--- config.mk ---
export PLATFORM = sky130hd
export DESIGN_NAME = muldiv_sequencer_flat
export DESIGN_NICKNAME = d
export VERILOG_FILES = /design/src/rtl/muldiv_sequencer_pkg.sv /design/src/rtl/muldiv_sequencer_if.sv /design/src/rtl/muldiv_step.sv /design/src/rtl/muldiv_sequencer.sv /design/src/flat_wrapper.sv
export SDC_FILE = /design/constraint.sdc
export NUM_CORES = 1
export LEC_CHECK = 0
export BUFFER_PORTS_ARGS = -buffer_cell sky130_fd_sc_hd__buf_2
export CAP_MARGIN = 25
export CORE_MARGIN = 2
export CORE_UTILIZATION = 45
export CTS_CLUSTER_DIAMETER = 30
export DETAILED_ROUTE_END_ITERATION = 6
export SYNTH_ARGS = -nofsm -noshare
export SYNTH_HDL_FRONTEND = slang
export SYNTH_SLANG_ARGS = --single-unit
--- constraint.sdc ---
create_clock -name clock -period 5 [get_ports clock]
set_input_delay 1 -clock clock [delete_from_list [all_inputs] [get_ports clock]]
set_output_delay 1 -clock clock [all_outputs]
set_load 0.02 [all_outputs]
--- src/rtl/muldiv_sequencer_pkg.sv ---
// rtl/muldiv_sequencer_pkg.sv - shared widths and M-extension funct3 encodings
package muldiv_sequencer_pkg;

  localparam int XLEN  = 32;
  localparam int CNT_W = $clog2(XLEN);

  localparam logic [2:0] FUNCT3_ALU_MUL    = 3'b000;
  localparam logic [2:0] FUNCT3_ALU_MULH   = 3'b001;
  localparam logic [2:0] FUNCT3_ALU_MULHSU = 3'b010;
  localparam logic [2:0] FUNCT3_ALU_MULHU  = 3'b011;
  localparam logic [2:0] FUNCT3_ALU_DIV    = 3'b100;
  localparam logic [2:0] FUNCT3_ALU_DIVU   = 3'b101;
  localparam logic [2:0] FUNCT3_ALU_REM    = 3'b110;
  localparam logic [2:0] FUNCT3_ALU_REMU   = 3'b111;

  localparam logic [XLEN-1:0] XLEN_MIN = {1'b1, {(XLEN-1){1'b0}}};

  // Bit 2 of funct3 separates the divide/remainder group from the multiplies
  function automatic logic is_div_op(input logic [2:0] f3);
    return f3[2];
  endfunction

endpackage

--- src/rtl/muldiv_sequencer_if.sv ---
// rtl/muldiv_sequencer_if.sv - request/response bundle between core control and the mul/div sequencer
interface muldiv_sequencer_if;
  import muldiv_sequencer_pkg::*;

  logic            start;
  logic            abort;
  logic [2:0]      funct3;
  logic [XLEN-1:0] operand_a;
  logic [XLEN-1:0] operand_b;
  logic            busy;
  logic            done;
  logic [XLEN-1:0] result;

  modport master (output start, abort, funct3, operand_a, operand_b,
                  input  busy, done, result);
  modport slave  (input  start, abort, funct3, operand_a, operand_b,
                  output busy, done, result);

endinterface

--- src/rtl/muldiv_step.sv ---
// rtl/muldiv_step.sv - one combinational radix-2 iteration (shift-add multiply or restoring divide)
module muldiv_step
  import muldiv_sequencer_pkg::*;
(
  input  logic              mode_div,
  input  logic [2*XLEN-1:0] acc,
  input  logic [XLEN-1:0]   opnd,
  output logic [2*XLEN-1:0] acc_next
);

  logic [XLEN:0]     sum;
  logic [XLEN:0]     diff;
  logic [2*XLEN-1:0] shifted;

  // Multiply: acc = {product_hi, multiplier}; divide: acc = {remainder, quotient}
  always_comb begin
    sum      = {1'b0, acc[2*XLEN-1:XLEN]} + (acc[0] ? {1'b0, opnd} : '0);
    shifted  = acc << 1;
    // The remainder bit shifted out the top is kept as the 33rd bit of the trial subtract
    diff     = {acc[2*XLEN-1], shifted[2*XLEN-1:XLEN]} - {1'b0, opnd};
    acc_next = {sum, acc[XLEN-1:1]};
    if (mode_div) begin
      if (diff[XLEN]) acc_next = shifted;
      else            acc_next = {diff[XLEN-1:0], shifted[XLEN-1:1], 1'b1};
    end
  end

endmodule

--- src/rtl/muldiv_sequencer.sv ---
// rtl/muldiv_sequencer.sv - iterative RV32M multiply/divide controller with sign fix-up
module muldiv_sequencer
  import muldiv_sequencer_pkg::*;
(
  input  logic              clock,
  input  logic              reset,
  muldiv_sequencer_if.slave bus
);

  typedef enum logic [1:0] {IDLE, CALC, SIGN, DONE} state_t;

  localparam logic [CNT_W-1:0] CNT_LAST = CNT_W'(XLEN - 1);

  state_t            state;
  logic [2:0]        op;
  logic              neg_res;
  logic              neg_rem;
  logic [XLEN-1:0]   opnd;
  logic [2*XLEN-1:0] acc;
  logic [2*XLEN-1:0] acc_next;
  logic [CNT_W-1:0]  count;

  logic              signed_a, signed_b, neg_a, neg_b;
  logic [XLEN-1:0]   abs_a, abs_b;
  logic              div_zero, div_ovf;
  logic [XLEN-1:0]   special_val;
  logic [2*XLEN-1:0] prod;
  logic [XLEN-1:0]   quot, rem, final_val;

  muldiv_step u_step (
    .mode_div (is_div_op(op)),
    .acc      (acc),
    .opnd     (opnd),
    .acc_next (acc_next)
  );

  // Decode the incoming request: operand magnitudes and the two no-iteration cases
  always_comb begin
    signed_a = bus.funct3 inside {FUNCT3_ALU_MULH, FUNCT3_ALU_MULHSU, FUNCT3_ALU_DIV, FUNCT3_ALU_REM};
    signed_b = bus.funct3 inside {FUNCT3_ALU_MULH, FUNCT3_ALU_DIV, FUNCT3_ALU_REM};
    neg_a    = signed_a && bus.operand_a[XLEN-1];
    neg_b    = signed_b && bus.operand_b[XLEN-1];
    abs_a    = neg_a ? -bus.operand_a : bus.operand_a;
    abs_b    = neg_b ? -bus.operand_b : bus.operand_b;
    div_zero = is_div_op(bus.funct3) && (bus.operand_b == '0);
    div_ovf  = (bus.funct3 inside {FUNCT3_ALU_DIV, FUNCT3_ALU_REM}) &&
               (bus.operand_a == XLEN_MIN) && (bus.operand_b == '1);
    // funct3[1] selects remainder within the divide group
    if (div_zero) special_val = bus.funct3[1] ? bus.operand_a : '1;
    else          special_val = bus.funct3[1] ? '0 : XLEN_MIN;
  end

  // Sign fix-up of the raw magnitude result and selection of the returned word
  always_comb begin
    prod = neg_res ? -acc : acc;
    quot = neg_res ? -acc[XLEN-1:0] : acc[XLEN-1:0];
    rem  = neg_rem ? -acc[2*XLEN-1:XLEN] : acc[2*XLEN-1:XLEN];
    case (op)
      FUNCT3_ALU_MUL:                    final_val = prod[XLEN-1:0];
      FUNCT3_ALU_DIV, FUNCT3_ALU_DIVU:   final_val = quot;
      FUNCT3_ALU_REM, FUNCT3_ALU_REMU:   final_val = rem;
      default:                           final_val = prod[2*XLEN-1:XLEN];
    endcase
  end

  // Control FSM with registered busy/done/result; abort beats start and any in-flight op
  always_ff @(posedge clock) begin
    if (reset) begin
      state      <= IDLE;
      bus.busy   <= 1'b0;
      bus.done   <= 1'b0;
      bus.result <= '0;
      count      <= '0;
      acc        <= '0;
      opnd       <= '0;
      op         <= FUNCT3_ALU_MUL;
      neg_res    <= 1'b0;
      neg_rem    <= 1'b0;
    end else begin
      bus.done <= 1'b0;
      if (bus.abort && state != IDLE) begin
        state    <= IDLE;
        bus.busy <= 1'b0;
        count    <= '0;
      end else begin
        case (state)
          IDLE: begin
            if (bus.start && !bus.abort) begin
              op       <= bus.funct3;
              neg_res  <= neg_a ^ neg_b;
              neg_rem  <= neg_a;
              count    <= '0;
              bus.busy <= 1'b1;
              if (div_zero || div_ovf) begin
                acc        <= '0;
                bus.result <= special_val;
                bus.done   <= 1'b1;
                state      <= DONE;
              end else begin
                acc   <= {{XLEN{1'b0}}, is_div_op(bus.funct3) ? abs_a : abs_b};
                opnd  <= is_div_op(bus.funct3) ? abs_b : abs_a;
                state <= CALC;
              end
            end
          end
          CALC: begin
            acc <= acc_next;
            if (count == CNT_LAST) begin
              count <= '0;
              state <= SIGN;
            end else begin
              count <= count + 1'b1;
            end
          end
          SIGN: begin
            bus.result <= final_val;
            bus.done   <= 1'b1;
            state      <= DONE;
          end
          default: begin
            bus.busy <= 1'b0;
            state    <= IDLE;
          end
        endcase
      end
    end
  end

endmodule

--- src/flat_wrapper.sv ---
// flat-port wrapper written by rule: the top's interface ports become plain ports
module muldiv_sequencer_flat import muldiv_sequencer_pkg::*;
  (clock, reset, bus_start, bus_abort, bus_funct3, bus_operand_a, bus_operand_b, bus_busy, bus_done, bus_result);
  muldiv_sequencer_if bus_i ();
  input  logic clock;
  input  logic reset;
  input wire logic [$bits(bus_i.start)-1:0] bus_start;
  input wire logic [$bits(bus_i.abort)-1:0] bus_abort;
  input wire logic [$bits(bus_i.funct3)-1:0] bus_funct3;
  input wire logic [$bits(bus_i.operand_a)-1:0] bus_operand_a;
  input wire logic [$bits(bus_i.operand_b)-1:0] bus_operand_b;
  output wire logic [$bits(bus_i.busy)-1:0] bus_busy;
  output wire logic [$bits(bus_i.done)-1:0] bus_done;
  output wire logic [$bits(bus_i.result)-1:0] bus_result;
  assign bus_i.start = bus_start;
  assign bus_i.abort = bus_abort;
  assign bus_i.funct3 = bus_funct3;
  assign bus_i.operand_a = bus_operand_a;
  assign bus_i.operand_b = bus_operand_b;
  assign bus_busy = bus_i.busy;
  assign bus_done = bus_i.done;
  assign bus_result = bus_i.result;
  muldiv_sequencer u_core (.clock(clock), .reset(reset), .bus(bus_i));
endmodule
==> impl_metrics.ini <==
[grt]
grt_max_degree = 100
grt_pass1_wl_um = 100000
grt_use_total_pct = 37.7
grt_overflow = 0
grt_pass1_vias = 15700
antenna_found_initial = 4

[timing]
fin_crit_sh_pct = 85.5
drv_slew = 0
slew_headroom_pct = 30.0
worst_pin_slew_ns = 1.05
skew_ns = 0.0145
layout_min_cycle_time_ns = 4.27
finalSetupViolations = 0
fmax_ghz = 0.234
finalSetupTns_ns = 0
rsz0062_at_grt = no
finalHoldViolations = 0

[critical_path]
startpoint_type = register
crit_fanout = 13
crit_path_end_kind = register
reg2reg_slack_ns = 0.73
crit_arrival_ns = 4.63
crit_required_ns = 5.36
r2r-start = u_core.acc[31]$_SDFFE_PP0P_
reg2reg_to = u_core.acc[49]$_SDFFE_PP0P_
criticalPathCategory = reg -> reg
r2r_cells = 13

[clock_tree]
clock_sinks = 142
cts_buffers = 17
clkTransAtPathRegs_ns = 0.07
cts_hold_buffers = 0
cts-resized-gates = 0
cts_setup_buffers = 0
cts_buffer_depth = 2
clk_latency_ns = 0.47
cts_tree = built
cts_root_buf = clkbuf_16
cts-htree-levels = 4

[synth]
synthFlopType = dfxtp_1
ys_types = 86
netlist.area_leader.share_pct = 19.0
ys_top_cells_by_area = dfxtp_1 (19%), ha_1 (6.3%), nor2_1 (6.3%)
ys_ff_latch = 142
synth_edf_count = 0
synthTopCellsByCount = nor2_1 (251), nand2_1 (193), a21oi_1 (183)
synth.avg_cell_area_um2 = 7.11
yosysTopAreaCell = dfxtp_1
synthCells = 2108
synth_most_common_cell = nor2_1
synth_nets = 2257
async_reset_ff_share_pct = 0
yosysWarnings = 0
synth_area_um2 = 15000
ys_seq_area_share_pct = 19.0

[final_layout]
syn2layout_area_growth_pct = 10.5
nNetsFinal = 2297
drive_above_1_share_pct = 12.3
fin_cells = 2605

[power_and_ir_drop]
power_leakage_nw = 6.59
p_clk_share_pct = 21.6
p_int_mw = 3.20
pwr-share-comb_pct = 52.3
power.density_nw_per_um2 = 380
switching_power_mw = 3.10
peakVddDrop_mv = 0.307
pwr-share-seq_pct = 26.1
swShare_pct = 49.2

[drt]
drtIter0Drc = 2133
drt_pass1_iterations = 6
drc_errors = 0
wl_um = 67100
vias = 17200
wl_per_cell_um = 25.8
ant_nets = 0
viasPerCell = 6.59

[die]
die_h_um = 186
rows = 66
die-area_um2 = 34800
core_um2 = 32700
io_pins = 105
initial_core_util_pct = 45.8
die_x_um = 186

[place]
io_buffer_count = 104
dp_cells = 2571
hpwl_um = 52100
place_congestion = 1.00

[hold_path]
hold-path-endpoint = u_core.opnd[10]$_SDFFE_PP0P_
hold_class = reg -> reg
min_from = u_core.opnd[10]$_SDFFE_PP0P_
holdPathStages = 2

[outcome]
status = finished, final reports clean

[run]
drv_cap = 0
layer usage:
layer	vias up	GRT usage [%]	part of all wire [%]
met4	4	15.4	4.1
met1	8193	51.5	44
met2	942	57.2	43
met5	-	0	0.036
li1	7874	-	-
met3	152	8.43	9.4
cell type report:
class	count	area [um^2]
Fill cell	3319	16100
Multi-Input combinational cell	1746	11300
Sequential cell	142	2850
Timing Repair Buffer	162	958
Tap cell	442	553
Clock buffer	18	439
Inverter	79	297
Clock inverter	14	156
Antenna cell	2	5.00
cells in the final DEF (no fill, tap or decap), types with 13 or more instances in the layout:
master / instances
nor2_1: 250
nand2_1: 193
a21oi_1: 183
o21ai_0: 141
dfxtp_1: 140
buf_2: 103
xnor2_1: 90
xor2_1: 88
inv_1: 76
ha_1: 76
buf_4: 59
nor3_1: 55
a211oi_1: 46
nand3_1: 41
o211ai_1: 39
mux2_2: 32
o31ai_1: 30
mux2i_1: 30
a21o_1: 27
nand4_1: 25
a22oi_1: 25
o22ai_1: 21
nand2b_1: 20
o41ai_1: 20
or4_1: 19
or3_1: 19
a31oi_1: 18
a311oi_1: 18
nor4_1: 17
clkbuf_16: 17
nor2b_1: 16
o21a_1: 13
sequential cells by signal, indices dropped and copies added, names as in the netlist, 2 cells and up:
signal / count
u_core.acc: 64
u_core.state: 2
u_core.opnd: 32
u_core.count: 5
u_core.op: 3
u_core.bus.result: 32
worst max-delay path: stages, from the launching register on:
cell	delay (ns)
dfxtp_1	0.51
inv_1	0.22
ha_1	0.28
fa_1	0.39
nand2b_1	0.20
a21o_1	0.21
a211oi_1	0.52
nor2_1	0.21
o31a_1	0.40
xnor2_2	0.33
buf_4	0.31
mux2i_1	0.27
mux2i_1	0.10
a22o_1	0.20
power by group through the flow:
stage	Sequential (mW)	Clock [mW]	Combinational [mW]
global route	1.66	1.41	3.52
finish	1.64	1.36	3.29
floorplan	1.50	0	2.23
global placement	1.64	0	3.15
detailed placement	1.64	0	3.17
CTS	1.62	1.37	3.18
cell families after synthesis:
group / after synthesis / synth area share (%)
flops: 142 / 19.0
compound gates: 708 / 31.3
buf+inv: 220 / 5.71
simple gates: 719 / 22.5
fa+ha+maj: 78 / 6.61
xor+xnor: 179 / 10.5
mux: 62 / 4.41
stage by stage:
step                utilization (%)  instance area (um^2)  hold slack (ns)  setup slack [ns]  power (mW)
floorplan                         -                 15000            0.432              1.28        3.73
global placement               48.8                 16000            0.441             0.565        4.79
detailed placement             48.8                 16000            0.443             0.445        4.81
CTS                            50.6                 16600            0.453             0.861        6.17
global route                   50.6                 16600            0.476             0.558        6.58
finish                         50.7                 16600            0.451             0.727        6.29
worst max-delay path by stage:
stage,slack [ns],cells past startpoint,startpoint,end
after global placement,0.56,11,bus_operand_b[10],u_core.bus.result[15]$_SDFFE_PP0P_
after floorplan,1.28,10,bus_operand_b[26],u_core.bus.result[22]$_SDFFE_PP0P_
final,0.73,13,u_core.acc[31]$_SDFFE_PP0P_,u_core.acc[49]$_SDFFE_PP0P_
after CTS,0.86,13,u_core.acc[31]$_SDFFE_PP0P_,u_core.acc[49]$_SDFFE_PP0P_
after global routing,0.56,12,u_core.acc[0]$_SDFFE_PP0P_,u_core.acc[57]$_SDFFE_PP0P_
after detailed placement,0.44,11,bus_operand_b[26],u_core.bus.result[3]$_SDFFE_PP0P_
Note: power is estimated with default switching activity, not from simulation.
